===== src/rtl/bus_arbiter.sv =====
// Two-requester arbiter and transaction sequencer for the single memory bus master.
// Instruction fetch (read-only) and load/store share the bus under 2-way round robin.
module bus_arbiter #(
  parameter int ADDR_W  = 32,
  parameter int DATA_W  = 32,
  parameter int TIMEOUT = 15
) (
  input  logic              clk,
  input  logic              rst_n,

  input  logic              if_req,
  input  logic [ADDR_W-1:0] if_addr,
  output logic              if_gnt,
  output logic              if_done,
  output logic [DATA_W-1:0] if_rdata,

  input  logic              ls_req,
  input  logic              ls_we,
  input  logic [ADDR_W-1:0] ls_addr,
  input  logic [DATA_W-1:0] ls_wdata,
  output logic              ls_gnt,
  output logic              ls_done,
  output logic [DATA_W-1:0] ls_rdata,

  output logic [ADDR_W-1:0] bus_addr,
  output logic [DATA_W-1:0] bus_wdata,
  output logic              bus_mode,
  output logic              bus_start_transaction,
  input  logic [DATA_W-1:0] bus_rdata,
  input  logic              bus_rdata_valid,
  input  logic              bus_write_done,
  output logic              bus_err,
  output logic              busy
);

  localparam int CNT_W = $clog2(TIMEOUT + 1);

  typedef enum logic [1:0] {
    S_IDLE,
    S_START,
    S_WAIT,
    S_DONE
  } state_e;

  typedef enum logic {
    OWN_IF,
    OWN_LS
  } owner_e;

  state_e              state_q, state_d;
  owner_e              owner_q, owner_d;
  owner_e              lastGrant_q, lastGrant_d;
  logic [CNT_W-1:0]    timeoutCnt_q, timeoutCnt_d;

  logic                ifGnt_q, ifGnt_d;
  logic                ifDone_q, ifDone_d;
  logic [DATA_W-1:0]   ifRdata_q, ifRdata_d;
  logic                lsGnt_q, lsGnt_d;
  logic                lsDone_q, lsDone_d;
  logic [DATA_W-1:0]   lsRdata_q, lsRdata_d;

  logic [ADDR_W-1:0]   busAddr_q, busAddr_d;
  logic [DATA_W-1:0]   busWdata_q, busWdata_d;
  logic                busMode_q, busMode_d;
  logic                busStart_q, busStart_d;
  logic                busErr_q, busErr_d;
  logic                busy_q, busy_d;

  logic                pickLs;
  logic                respOk;
  logic                finish;
  logic                finishErr;
  logic [DATA_W-1:0]   finishData;

  always_comb begin
    state_d      = state_q;
    owner_d      = owner_q;
    lastGrant_d  = lastGrant_q;
    timeoutCnt_d = timeoutCnt_q;
    ifRdata_d    = ifRdata_q;
    lsRdata_d    = lsRdata_q;
    busAddr_d    = busAddr_q;
    busWdata_d   = busWdata_q;
    busMode_d    = busMode_q;
    ifGnt_d      = 1'b0;
    ifDone_d     = 1'b0;
    lsGnt_d      = 1'b0;
    lsDone_d     = 1'b0;
    busStart_d   = 1'b0;
    busErr_d     = 1'b0;
    pickLs       = 1'b0;
    respOk       = 1'b0;
    finish       = 1'b0;
    finishErr    = 1'b0;
    finishData   = '0;

    unique case (state_q)
      S_IDLE: begin
        // On a tie the requester that did not win last time gets the bus.
        pickLs = ls_req && (!if_req || (lastGrant_q == OWN_IF));
        if (if_req || ls_req) begin
          owner_d     = pickLs ? OWN_LS : OWN_IF;
          lastGrant_d = pickLs ? OWN_LS : OWN_IF;
          busAddr_d   = pickLs ? ls_addr : if_addr;
          busWdata_d  = pickLs ? ls_wdata : '0;
          busMode_d   = pickLs && ls_we;
          ifGnt_d     = !pickLs;
          lsGnt_d     = pickLs;
          busStart_d  = 1'b1;
          state_d     = S_START;
        end
      end

      S_START: begin
        timeoutCnt_d = '0;
        state_d      = S_WAIT;
      end

      S_WAIT: begin
        // Only the response matching the transaction direction counts.
        respOk = busMode_q ? bus_write_done : bus_rdata_valid;
        if (respOk) begin
          finish     = 1'b1;
          finishData = busMode_q ? '0 : bus_rdata;
        end else if (timeoutCnt_q == CNT_W'(TIMEOUT - 1)) begin
          finish    = 1'b1;
          finishErr = 1'b1;
        end else begin
          timeoutCnt_d = timeoutCnt_q + CNT_W'(1);
        end
      end

      S_DONE: begin
        state_d = S_IDLE;
      end

      default: begin
        state_d = S_IDLE;
      end
    endcase

    if (finish) begin
      state_d  = S_DONE;
      busErr_d = finishErr;
      if (owner_q == OWN_LS) begin
        lsDone_d  = 1'b1;
        lsRdata_d = finishData;
      end else begin
        ifDone_d  = 1'b1;
        ifRdata_d = finishData;
      end
    end

    busy_d = (state_d != S_IDLE);
  end

  always_ff @(posedge clk or negedge rst_n) begin
    if (!rst_n) begin
      state_q      <= S_IDLE;
      owner_q      <= OWN_IF;
      lastGrant_q  <= OWN_IF;
      timeoutCnt_q <= '0;
      ifGnt_q      <= 1'b0;
      ifDone_q     <= 1'b0;
      ifRdata_q    <= '0;
      lsGnt_q      <= 1'b0;
      lsDone_q     <= 1'b0;
      lsRdata_q    <= '0;
      busAddr_q    <= '0;
      busWdata_q   <= '0;
      busMode_q    <= 1'b0;
      busStart_q   <= 1'b0;
      busErr_q     <= 1'b0;
      busy_q       <= 1'b0;
    end else begin
      state_q      <= state_d;
      owner_q      <= owner_d;
      lastGrant_q  <= lastGrant_d;
      timeoutCnt_q <= timeoutCnt_d;
      ifGnt_q      <= ifGnt_d;
      ifDone_q     <= ifDone_d;
      ifRdata_q    <= ifRdata_d;
      lsGnt_q      <= lsGnt_d;
      lsDone_q     <= lsDone_d;
      lsRdata_q    <= lsRdata_d;
      busAddr_q    <= busAddr_d;
      busWdata_q   <= busWdata_d;
      busMode_q    <= busMode_d;
      busStart_q   <= busStart_d;
      busErr_q     <= busErr_d;
      busy_q       <= busy_d;
    end
  end

  assign if_gnt                = ifGnt_q;
  assign if_done               = ifDone_q;
  assign if_rdata              = ifRdata_q;
  assign ls_gnt                = lsGnt_q;
  assign ls_done               = lsDone_q;
  assign ls_rdata              = lsRdata_q;
  assign bus_addr              = busAddr_q;
  assign bus_wdata             = busWdata_q;
  assign bus_mode              = busMode_q;
  assign bus_start_transaction = busStart_q;
  assign bus_err               = busErr_q;
  assign busy                  = busy_q;

endmodule

===== config.mk =====
export PLATFORM = sky130hd
export DESIGN_NAME = bus_arbiter
export DESIGN_NICKNAME = d
export VERILOG_FILES = /design/src/rtl/bus_arbiter.sv
export SDC_FILE = /design/constraint.sdc
export NUM_CORES = 1
export LEC_CHECK = 0
export BUFFER_PORTS_ARGS = -buffer_cell sky130_fd_sc_hd__clkbuf_2
export CAP_MARGIN = 40
export CORE_UTILIZATION = 42
export DETAILED_ROUTE_END_ITERATION = 12
export HOLD_SLACK_MARGIN = 0.1
export PLACE_DENSITY = 0.78
export SLEW_MARGIN = 25
export SYNTH_ARGS = -nofsm -noshare
export SYNTH_HDL_FRONTEND = slang
export SYNTH_SLANG_ARGS = --single-unit

===== constraint.sdc =====
create_clock -name clk -period 1.82 [get_ports clk]
set_input_delay 0 -clock clk [delete_from_list [all_inputs] [get_ports clk]]
set_output_delay 0 -clock clk [all_outputs]
set_load 0.02 [all_outputs]

==> impl_metrics.ini, run 1 <==
[routing]
first_pass_iters = 5
drc = 0
routedWlPerCell_um = 18.7
drtIter0Drc = 322
ant_nets = 0
vias_per_cell = 5.35
vias = 5250
wl_mm = 18.4

[logic_synthesis]
ys_types = 35
ys_async_sr_fraction_pct = 100
syn-instance-count = 390
ys_top_cells_by_area = dfrtp_1 65%, a22o_1 15%, a221o_1 5.8%
synth_top_area_share_pct = 64.9
synth_seq_cells = 143
synth.most_common_cell = dfrtp_1
yosysTopAreaCell = dfrtp_1
syn-num-nets = 529
synth_edf_count = 0
seq_area_frac_synth_pct = 64.9
ys_top_cells_by_count = 143 x dfrtp_1, 96 x a22o_1, 32 x a221o_1
syn-cell-area_sq_um = 5520
yosysWarningCount = 0
synth_area_per_cell_sq_um = 14.1
synthFlopType = dfrtp_1

[global_routing]
grt_max_degree = 68
grt.overflow.total = 0
grt_usage_pct = 27.3
antenna_found_initial = 0
grt_pass1_wl_mm = 27.7
grt_pass1_vias = 5453

[clock_tree]
clkTransAtPathRegs_ns = 0.06
worstSkewPairLatency_ns = 0.41
cts_tree = built
cts_setup_buffers = 0
htreeDepth = 4
cts-buffers-inserted = 17
clock_sinks = 143
cts_buffer_depth = 2
clock-root-buffer = clkbuf_16

[sta]
rsz0062_at_grt = false
maxSlewHeadroom_pct = 70.3
finalSetupViolCount = 0
max_freq_ghz = 0.590
drv_slew = 0
hold_viol_final = 0
fin_crit_sh_pct = 93.1
tightest_slew_ns = 0.444
period_needed_ns = 1.69
finClkSkew_ns = 0.0100
final.setup.tns_ns = 0

[power_and_ir_drop]
pwr-share-seq_pct = 35.1
pwr-share-clk_pct = 21.2
combinationalPowerShare_pct = 43.7
p_sw_share_pct = 39.6
p_per_area_nw_per_um2 = 1770
total_power_mw = 16.0
ir_worst_vdd_mv = 1.15
intPower_mw = 9.66
power_leakage_nw = 4.61
p_sw_mw = 6.35

[outcome]
status = completed

[critical_path]
r2r_cells = 6
worstPathArrival_ns = 1.99
crit_required_ns = 2.11
r2r-end = bus_addr[18]$_DFFE_PN0P_
start_kind = register
critPathCaptureType = register
worstSetupPathType = reg2reg
ff2ff_setup_slack_ns = 0.13
cp_max_fo = 33
r2r-start = state_q[0]$_DFF_PN0_

[min_path]
hold_start = ls_wdata[9]
hp-class = in2reg
hold_path_end = bus_wdata[9]$_DFFE_PN0P_
hold_depth = 3

[place]
portBuffers = 270
gp_congestion = 0.799
dpl.hpwl_mm = 10.3

[layout]
n_fill_cell = 832
area_growth_pct = 64.2
final_nets = 936
drive_gt1_share_pct = 40.3
n_antenna_cell = 0

[floorplanning]
design.core.area_sq_um = 12700
die_h_um = 117
ios = 271
die_w_um = 117
dieArea_sq_um = 13600
placementRows = 41
initial_core_util_pct = 43.4

[flow_run]
cap_violations = 0
[metal layers]
| layer | global-route usage (%) | part of all wire (%) | vias up |
|---|---|---|---|
| met5 | 0 | 0 | - |
| met4 | 11.6 | 2.4 | 0 |
| met3 | 7.11 | 7.2 | 43 |
| met2 | 48.7 | 52 | 299 |
| met1 | 30.9 | 38 | 2592 |
| li1 | - | - | 2316 |
[cell type report]
class / count / area [sq um] / share of cell area [%]
clock buffer: 18 / 439 / 4.85
clock inverter: 13 / 139 / 1.53
inverter: 9 / 33.8 / 0.373
multi-input combinational: 208 / 1740 / 19.2
sequential: 143 / 3580 / 39.5
tap: 172 / 215 / 2.38
timing repair buffer: 418 / 2910 / 32.2
[what timing repair did]
action | in CTS | in global routing
hold endpoints to repair | 279 | 0
hold buffers | 135 | 0
gates resized for setup | 0 | 0
[layout by cell type, fill, tap and decap left out, types with 2 or more instances in the layout]
master,instances
a22o_1,96
inv_1,9
and2_1,3
o21bai_4,2
nand3_1,5
dfrtp_1,143
ha_1,4
clkbuf_16,17
clkbuf_2,269
nand2b_1,2
nand4_1,3
clkinvlp_4,2
a221o_1,32
inv_6,2
buf_12,7
clkinv_4,3
dlygate4sd3_1,135
o22ai_1,2
nand2_1,8
nor2_2,2
clkinv_2,4
bufinv_16,2
and2_0,29
buf_4,5
[per-stage QoR]
step           std cells  hold WS [ns]  worst slack (ns)  area [sq um]  util [%]
3_5_place_dp         815       -0.0569             0.172          7130      56.0
5_1_grt              981         0.349            0.0333          9060      71.2
3_3_place_gp         814       -0.0621             0.187          7100      55.8
6_report             981         0.346             0.125          9060      71.2
2_1_floorplan        390        -0.296             0.315          5520         -
4_1_cts              981         0.332             0.168          9060      71.2
[critical path, stage by stage, from the launching register on]
cell     delay, ns
dfrtp_1       0.38
inv_1         0.08
ha_1          0.26
o21ai_4       0.18
buf_16        0.21
and2_0        0.19
a221o_1       0.28
[power groups by stage]
stage | logic, mW | registers, mW | clock network [mW]
6_report | 6.99 | 5.62 | 3.39
5_1_grt | 7.47 | 5.74 | 3.60
4_1_cts | 6.88 | 5.54 | 3.44
3_5_place_dp | 6.64 | 5.54 | 0
3_3_place_gp | 6.41 | 5.48 | 0
2_1_floorplan | 2.58 | 7.14 | 0
[how the worst max path moves through the flow]
stage / start / endpoint / slack, ns / cells after the start
2_1_floorplan: bus_mode$_DFFE_PN0P_ / timeoutCnt_q[3]$_DFFE_PN0P_ / 0.31 / 3
3_3_place_gp: state_q[0]$_DFF_PN0_ / bus_wdata[8]$_DFFE_PN0P_ / 0.19 / 5
3_5_place_dp: state_q[0]$_DFF_PN0_ / bus_addr[21]$_DFFE_PN0P_ / 0.17 / 6
4_1_cts: state_q[0]$_DFF_PN0_ / bus_addr[21]$_DFFE_PN0P_ / 0.17 / 6
5_1_grt: state_q[0]$_DFF_PN0_ / bus_addr[15]$_DFFE_PN0P_ / 0.03 / 6
6_report: state_q[0]$_DFF_PN0_ / bus_addr[18]$_DFFE_PN0P_ / 0.13 / 6
[registers in the layout (all words and copies together) (netlist names), 2 cells and up]
name / cells
bus_addr: 32
ls_rdata: 32
bus_wdata: 32
if_rdata: 32
timeoutCnt_q: 4
state_q: 2
[logic make-up (layout without fill, tap and decap cells)]
family,after synthesis,count (layout),share of synthesized area [%]
AOI/OAI and AO/OA,144,144,23.7
DFF,143,143,64.9
and+or+nand+nor,58,58,6.01
buffers and inverters,39,458,4.01
adders and majority gates,4,4,0.907
muxes,2,2,0.454
(Power assumes the default switching activity.)
==> inputs of run 2 (changes only) <==
--- a/config.mk
+++ b/config.mk
@@ -8,9 +8,11 @@
 export BUFFER_PORTS_ARGS = -buffer_cell sky130_fd_sc_hd__clkbuf_2
 export CAP_MARGIN = 40
 export CORE_UTILIZATION = 42
+export CTS_CLUSTER_DIAMETER = 120
 export DETAILED_ROUTE_END_ITERATION = 12
 export HOLD_SLACK_MARGIN = 0.1
-export PLACE_DENSITY = 0.78
+export PLACE_DENSITY = 0.74
+export SETUP_SLACK_MARGIN = 0.3
 export SLEW_MARGIN = 25
 export SYNTH_ARGS = -nofsm -noshare
 export SYNTH_HDL_FRONTEND = slang
==> run 2 against run 1 <==
Highest routed layer unchanged. Final cell count rose by 1.8%. Sequential power about the same. Largest cell class unchanged. Die area unchanged.
==> impl_metrics.ini, run 2 (synthesis results as in run 1) <==
[outcome]
status = completed

[power_and_ir_drop]
ir_worst_vdd_mv = 0.957
power_leakage_nw = 4.74
total_power_mw = 16.7
p_per_area_nw_per_um2 = 1780

[layout]
final_cells = 999
final_common_cell = clkbuf_2
drive_gt1_share_pct = 43.3
n_fill_cell = 803
area_growth_pct = 69.4
post-route-util_pct = 73.5
multi_input_area_sq_um = 1800
final-seq-area_sq_um = 3580
layout_common_cells = 269 x clkbuf_2, 141 x dfrtp_1, 134 x dlygate4sd3_1
final_nets = 952
design_area_sq_um = 9350

[place]
gp_congestion = 0.749
dpl.hpwl_mm = 10.3
dp_cells = 814
portBuffers = 270
place_area_sq_um = 7140
place_ws_ns = 0.139

[critical_path]
crit_start = bus_mode$_DFFE_PN0P_
cp_top_family = compound AO/OA/AOI/OAI gates
start_kind = register
r2r_cells = 4
worstPathArrival_ns = 1.87
ff2ff_setup_slack_ns = 0.22
worstSetupPathType = reg2reg
path_cells = mux2_4, buf_4, a211oi_1, o22ai_1
critPathCaptureType = register
crit_path_top_delay_cell = dfrtp_2
crit_required_ns = 2.10
path_buf_inv = 1
r2r-start = bus_mode$_DFFE_PN0P_
r2r-end = timeoutCnt_q[0]$_DFFE_PN0P_
slowest_delay_ns = 0.44
cp_max_fo = 6

[floorplanning]
design.core.area_sq_um = 12700
dieArea_sq_um = 13600
die_h_um = 117
initial_core_util_pct = 43.4
placementRows = 41
die_w_um = 117
ios = 271

[global_routing]
antenna_found_initial = 1
grt_pass1_wl_mm = 27.8
grt.overflow.total = 0
grt_max_degree = 53
grt_usage_pct = 27.2
grt_pass1_vias = 5501

[clock_tree]
clock_sinks = 143
worstSkewPairLatency_ns = 0.42
clock-root-buffer = clkbuf_16
htreeDepth = 4
cts_buffer_depth = 2
clkTransAtPathRegs_ns = 0.06
cts-buffers-inserted = 17
cts_tree = built

[sta]
drv_slew = 0
finalSetupViolCount = 0
tightest_slew_ns = 0.471
fin_crit_sh_pct = 87.7
fin_ws_ns = 0.224
final.setup.tns_ns = 0
holdWs_ns = 0.113
period_needed_ns = 1.60
hold_viol_final = 0
maxSlewHeadroom_pct = 68.6
rsz0062_at_grt = true
max_freq_ghz = 0.627
finClkSkew_ns = 0.0112

[min_path]
hp-class = in2async

[routing]
drtIter0Drc = 450
vias = 5371
wl_mm = 19.7
first_pass_iters = 4
ant_nets = 0
drc = 0
vias_per_cell = 5.38
routedWlPerCell_um = 19.7

[flow_run]
cap_violations = 0
==> run 2: cell types whose count changed in the layout (fill, tap and decap cells not counted), sizes merged <==
cell / previous run / this run
buf: 14 / 28
clkinv: 7 / 6
clkinvlp: 2 / 3
diode: 0 / 1
clkbuf: 287 / 291
dlygate4sd3: 135 / 134
==> run 2: worst max path at each step <==
stage / slack, ns / endpoint / depth (start not counted)
floorplan: 0.31 / timeoutCnt_q[3]$_DFFE_PN0P_ / 3
detailed placement: 0.14 / bus_addr[22]$_DFFE_PN0P_ / 6
global placement: 0.22 / bus_wdata[4]$_DFFE_PN0P_ / 5
finish: 0.22 / timeoutCnt_q[0]$_DFFE_PN0P_ / 4
CTS: 0.29 / bus_wdata[1]$_DFFE_PN0P_ / 6
global route: 0.19 / timeoutCnt_q[0]$_DFFE_PN0P_ / 4
==> run 2: report_power, final <==
part / switching [mW] / total, mW / leakage, nW / internal (mW)
Combinational: 4.26 / 7.59 / 2.64 / 3.33
Clock: 1.37 / 3.47 / 0.286 / 2.09
Sequential: 0.963 / 5.62 / 1.82 / 4.66
==> run 2: routing by layer <==
layer | track usage (%) | vias to the layer above | wire length, um
li1 | - | 2345 | -
met1 | 31.5 | 2697 | 7460
met2 | 46.5 | 288 | 10300
met3 | 7.78 | 41 | 1510
met4 | 12.4 | 0 | 440
met5 | 0 | - | 0
==> run 2: timing repair <==
item,CTS,global route
hold buffers,134,0
setup buffers,3,8
cloned,1,6
pin swaps,0,18
endpoints found under the setup margin,129,135
resized for setup,5,23
hold endpoints to repair,279,0
==> run 2: layout make-up <==
cell class                      instances  area share [%]
Tap cell                              172            2.30
Multi-Input combinational cell        208            19.2
Clock buffer                           19            4.85
Sequential cell                       143            38.3
Timing Repair Buffer                  434            33.5
Clock inverter                         13            1.47
Antenna cell                            1          0.0268
Inverter                                9           0.361
==> inputs of run 3 (changes only) <==
--- a/config.mk
+++ b/config.mk
@@ -5,7 +5,7 @@
 export SDC_FILE = /design/constraint.sdc
 export NUM_CORES = 1
 export LEC_CHECK = 0
-export BUFFER_PORTS_ARGS = -buffer_cell sky130_fd_sc_hd__clkbuf_2
+export BUFFER_PORTS_ARGS = -buffer_cell sky130_fd_sc_hd__buf_4
 export CAP_MARGIN = 40
 export CORE_UTILIZATION = 42
 export CTS_CLUSTER_DIAMETER = 120
==> run 3 against run 2 <==
Global-route usage grew 1.1 points. Sequential share of layout area down 2.6 points. Register-to-register slack improved by 0.05 ns. Routed wire length rose by 6.1%. Clock power rose by 2%. Combinational power up 13%. Clock-buffer cell count rose by 3.
==> impl_metrics.ini, run 3 (synthesis results as in run 1) <==
[sta]
finalSetupViolCount = 0
max_freq_ghz = 0.646
period_needed_ns = 1.55
maxSlewHeadroom_pct = 59.2
final.setup.tns_ns = 0
fin_ws_ns = 0.272
tightest_slew_ns = 0.613
drv_slew = 0
rsz0062_at_grt = true
finClkSkew_ns = 0.0153
fin_crit_sh_pct = 85.1
hold_viol_final = 0

[place]
portBuffers = 270
dpl.hpwl_mm = 10.8
place_ws_ns = 0.134
gp_congestion = 0.823

[floorplanning]
initial_core_util_pct = 43.4
die_w_um = 117
dieArea_sq_um = 13600
placementRows = 41
die_h_um = 117
ios = 271
design.core.area_sq_um = 12700

[clock_tree]
clock_sinks = 143
clock-root-buffer = clkbuf_16
cts_tree = built
cts_buffer_depth = 2
clkTransAtPathRegs_ns = 0.07
worstSkewPairLatency_ns = 0.42
cts-buffers-inserted = 17
htreeDepth = 4

[power_and_ir_drop]
ir_worst_vdd_mv = 0.943
power_leakage_nw = 4.92
p_per_area_nw_per_um2 = 1770

[layout]
area_growth_pct = 81.6
layout_common_cells = 279 x buf_4, 142 x dfrtp_1, 134 x dlygate4sd3_1
final-seq-area_sq_um = 3580
final_common_cell = buf_4
drive_gt1_share_pct = 42.8
final_nets = 951
n_fill_cell = 690
multi_input_area_sq_um = 1800

[routing]
ant_nets = 0
wl_mm = 20.9
vias_per_cell = 5.47
drc = 0
drtIter0Drc = 423
vias = 5452
first_pass_iters = 5
routedWlPerCell_um = 20.9

[critical_path]
path_cells = inv_2, ha_4, nand2_2, a21oi_4, buf_12, clkbuf_16, a221o_1
crit_path_top_delay_cell = a221o_1
crit_required_ns = 2.11
path_buf_inv = 3
start_kind = register
worstSetupPathType = reg2reg
worstPathArrival_ns = 1.84
critPathCaptureType = register
slowest_delay_ns = 0.38
cp_max_fo = 8
cp_top_family = compound AO/OA/AOI/OAI gates

[global_routing]
grt_usage_pct = 28.2
antenna_found_initial = 1
grt_pass1_wl_mm = 28.5
grt_max_degree = 66
grt.overflow.total = 0
grt_pass1_vias = 5546

[outcome]
status = completed

[flow_run]
cap_violations = 0

[min_path]
hp-class = in2async
-- run 3: area by class of cell --
class	instances	share of cell area (%)
Antenna cell	1	0.0250
Clock buffer	22	4.93
Clock inverter	9	1.05
Inverter	9	0.337
Multi-Input combinational cell	209	18.0
Sequential cell	143	35.7
Tap cell	172	2.15
Timing Repair Buffer	432	37.8
-- run 3: final timing paths --
kind                       cells past startpoint                 startpoint  slack (ns)                         to
setup / recovery                               7       state_q[0]$_DFF_PN0_        0.27   bus_addr[18]$_DFFE_PN0P_
hold / removal                                 2                      rst_n        0.14   if_rdata[24]$_DFFE_PN0P_
setup reg to reg                               7       state_q[0]$_DFF_PN0_        0.27   bus_addr[18]$_DFFE_PN0P_
hold reg to reg                                1  bus_wdata[30]$_DFFE_PN0P_        0.51  bus_wdata[30]$_DFFE_PN0P_
max in group asynchronous                      3                      rst_n        0.99   if_rdata[10]$_DFFE_PN0P_
min in group clk                               3               ls_wdata[29]        0.34  bus_wdata[29]$_DFFE_PN0P_
-- run 3: timing repair --
item	4_1_cts	5_1_grt
cloned	1	7
hold buffers	134	0
setup buffers	3	5
pin swaps	0	16
setup endpoints to repair	125	123
gates resized for setup	9	12
hold endpoints to repair	282	0
-- run 3: routing by layer --
metal  GRT usage (%)  part of all wire (%)  up-vias
li1                -                     -     2341
met3            8.35                   8.3       63
met1            32.7                    37     2703
met4            13.2                   3.9        0
met5               0                     0        -
met2            48.2                    51      345
-- run 3: through the flow --
stage / util (%) / power, mW / cells / area [sq um] / hold slack [ns]
after CTS: 77.2 / 17.1 / 984 / 9830 / 0.173
after global placement: 61.1 / 12.9 / 814 / 7780 / 0.0236
after floorplan: - / 9.72 / 390 / 5520 / -0.296
final: 78.8 / 17.8 / 997 / 10000 / 0.143
after global routing: 78.8 / 18.5 / 997 / 10000 / 0.184
after detailed placement: 61.3 / 13.1 / 815 / 7800 / 0.0268
-- run 3: power by group --
| part | internal [mW] | leakage (nW) | switching, mW |
|---|---|---|---|
| Sequential | 4.66 | 1.82 | 0.987 |
| Clock | 2.19 | 0.299 | 1.34 |
| Combinational | 4.21 | 2.81 | 4.37 |
-- run 3: worst register-to-register path: stages (launching register included) --
cell and delay [ns]:
dfrtp_1 0.36, inv_2 0.07, ha_4 0.18, nand2_2 0.08, a21oi_4 0.04, buf_12 0.15, clkbuf_16 0.16, a221o_1 0.38
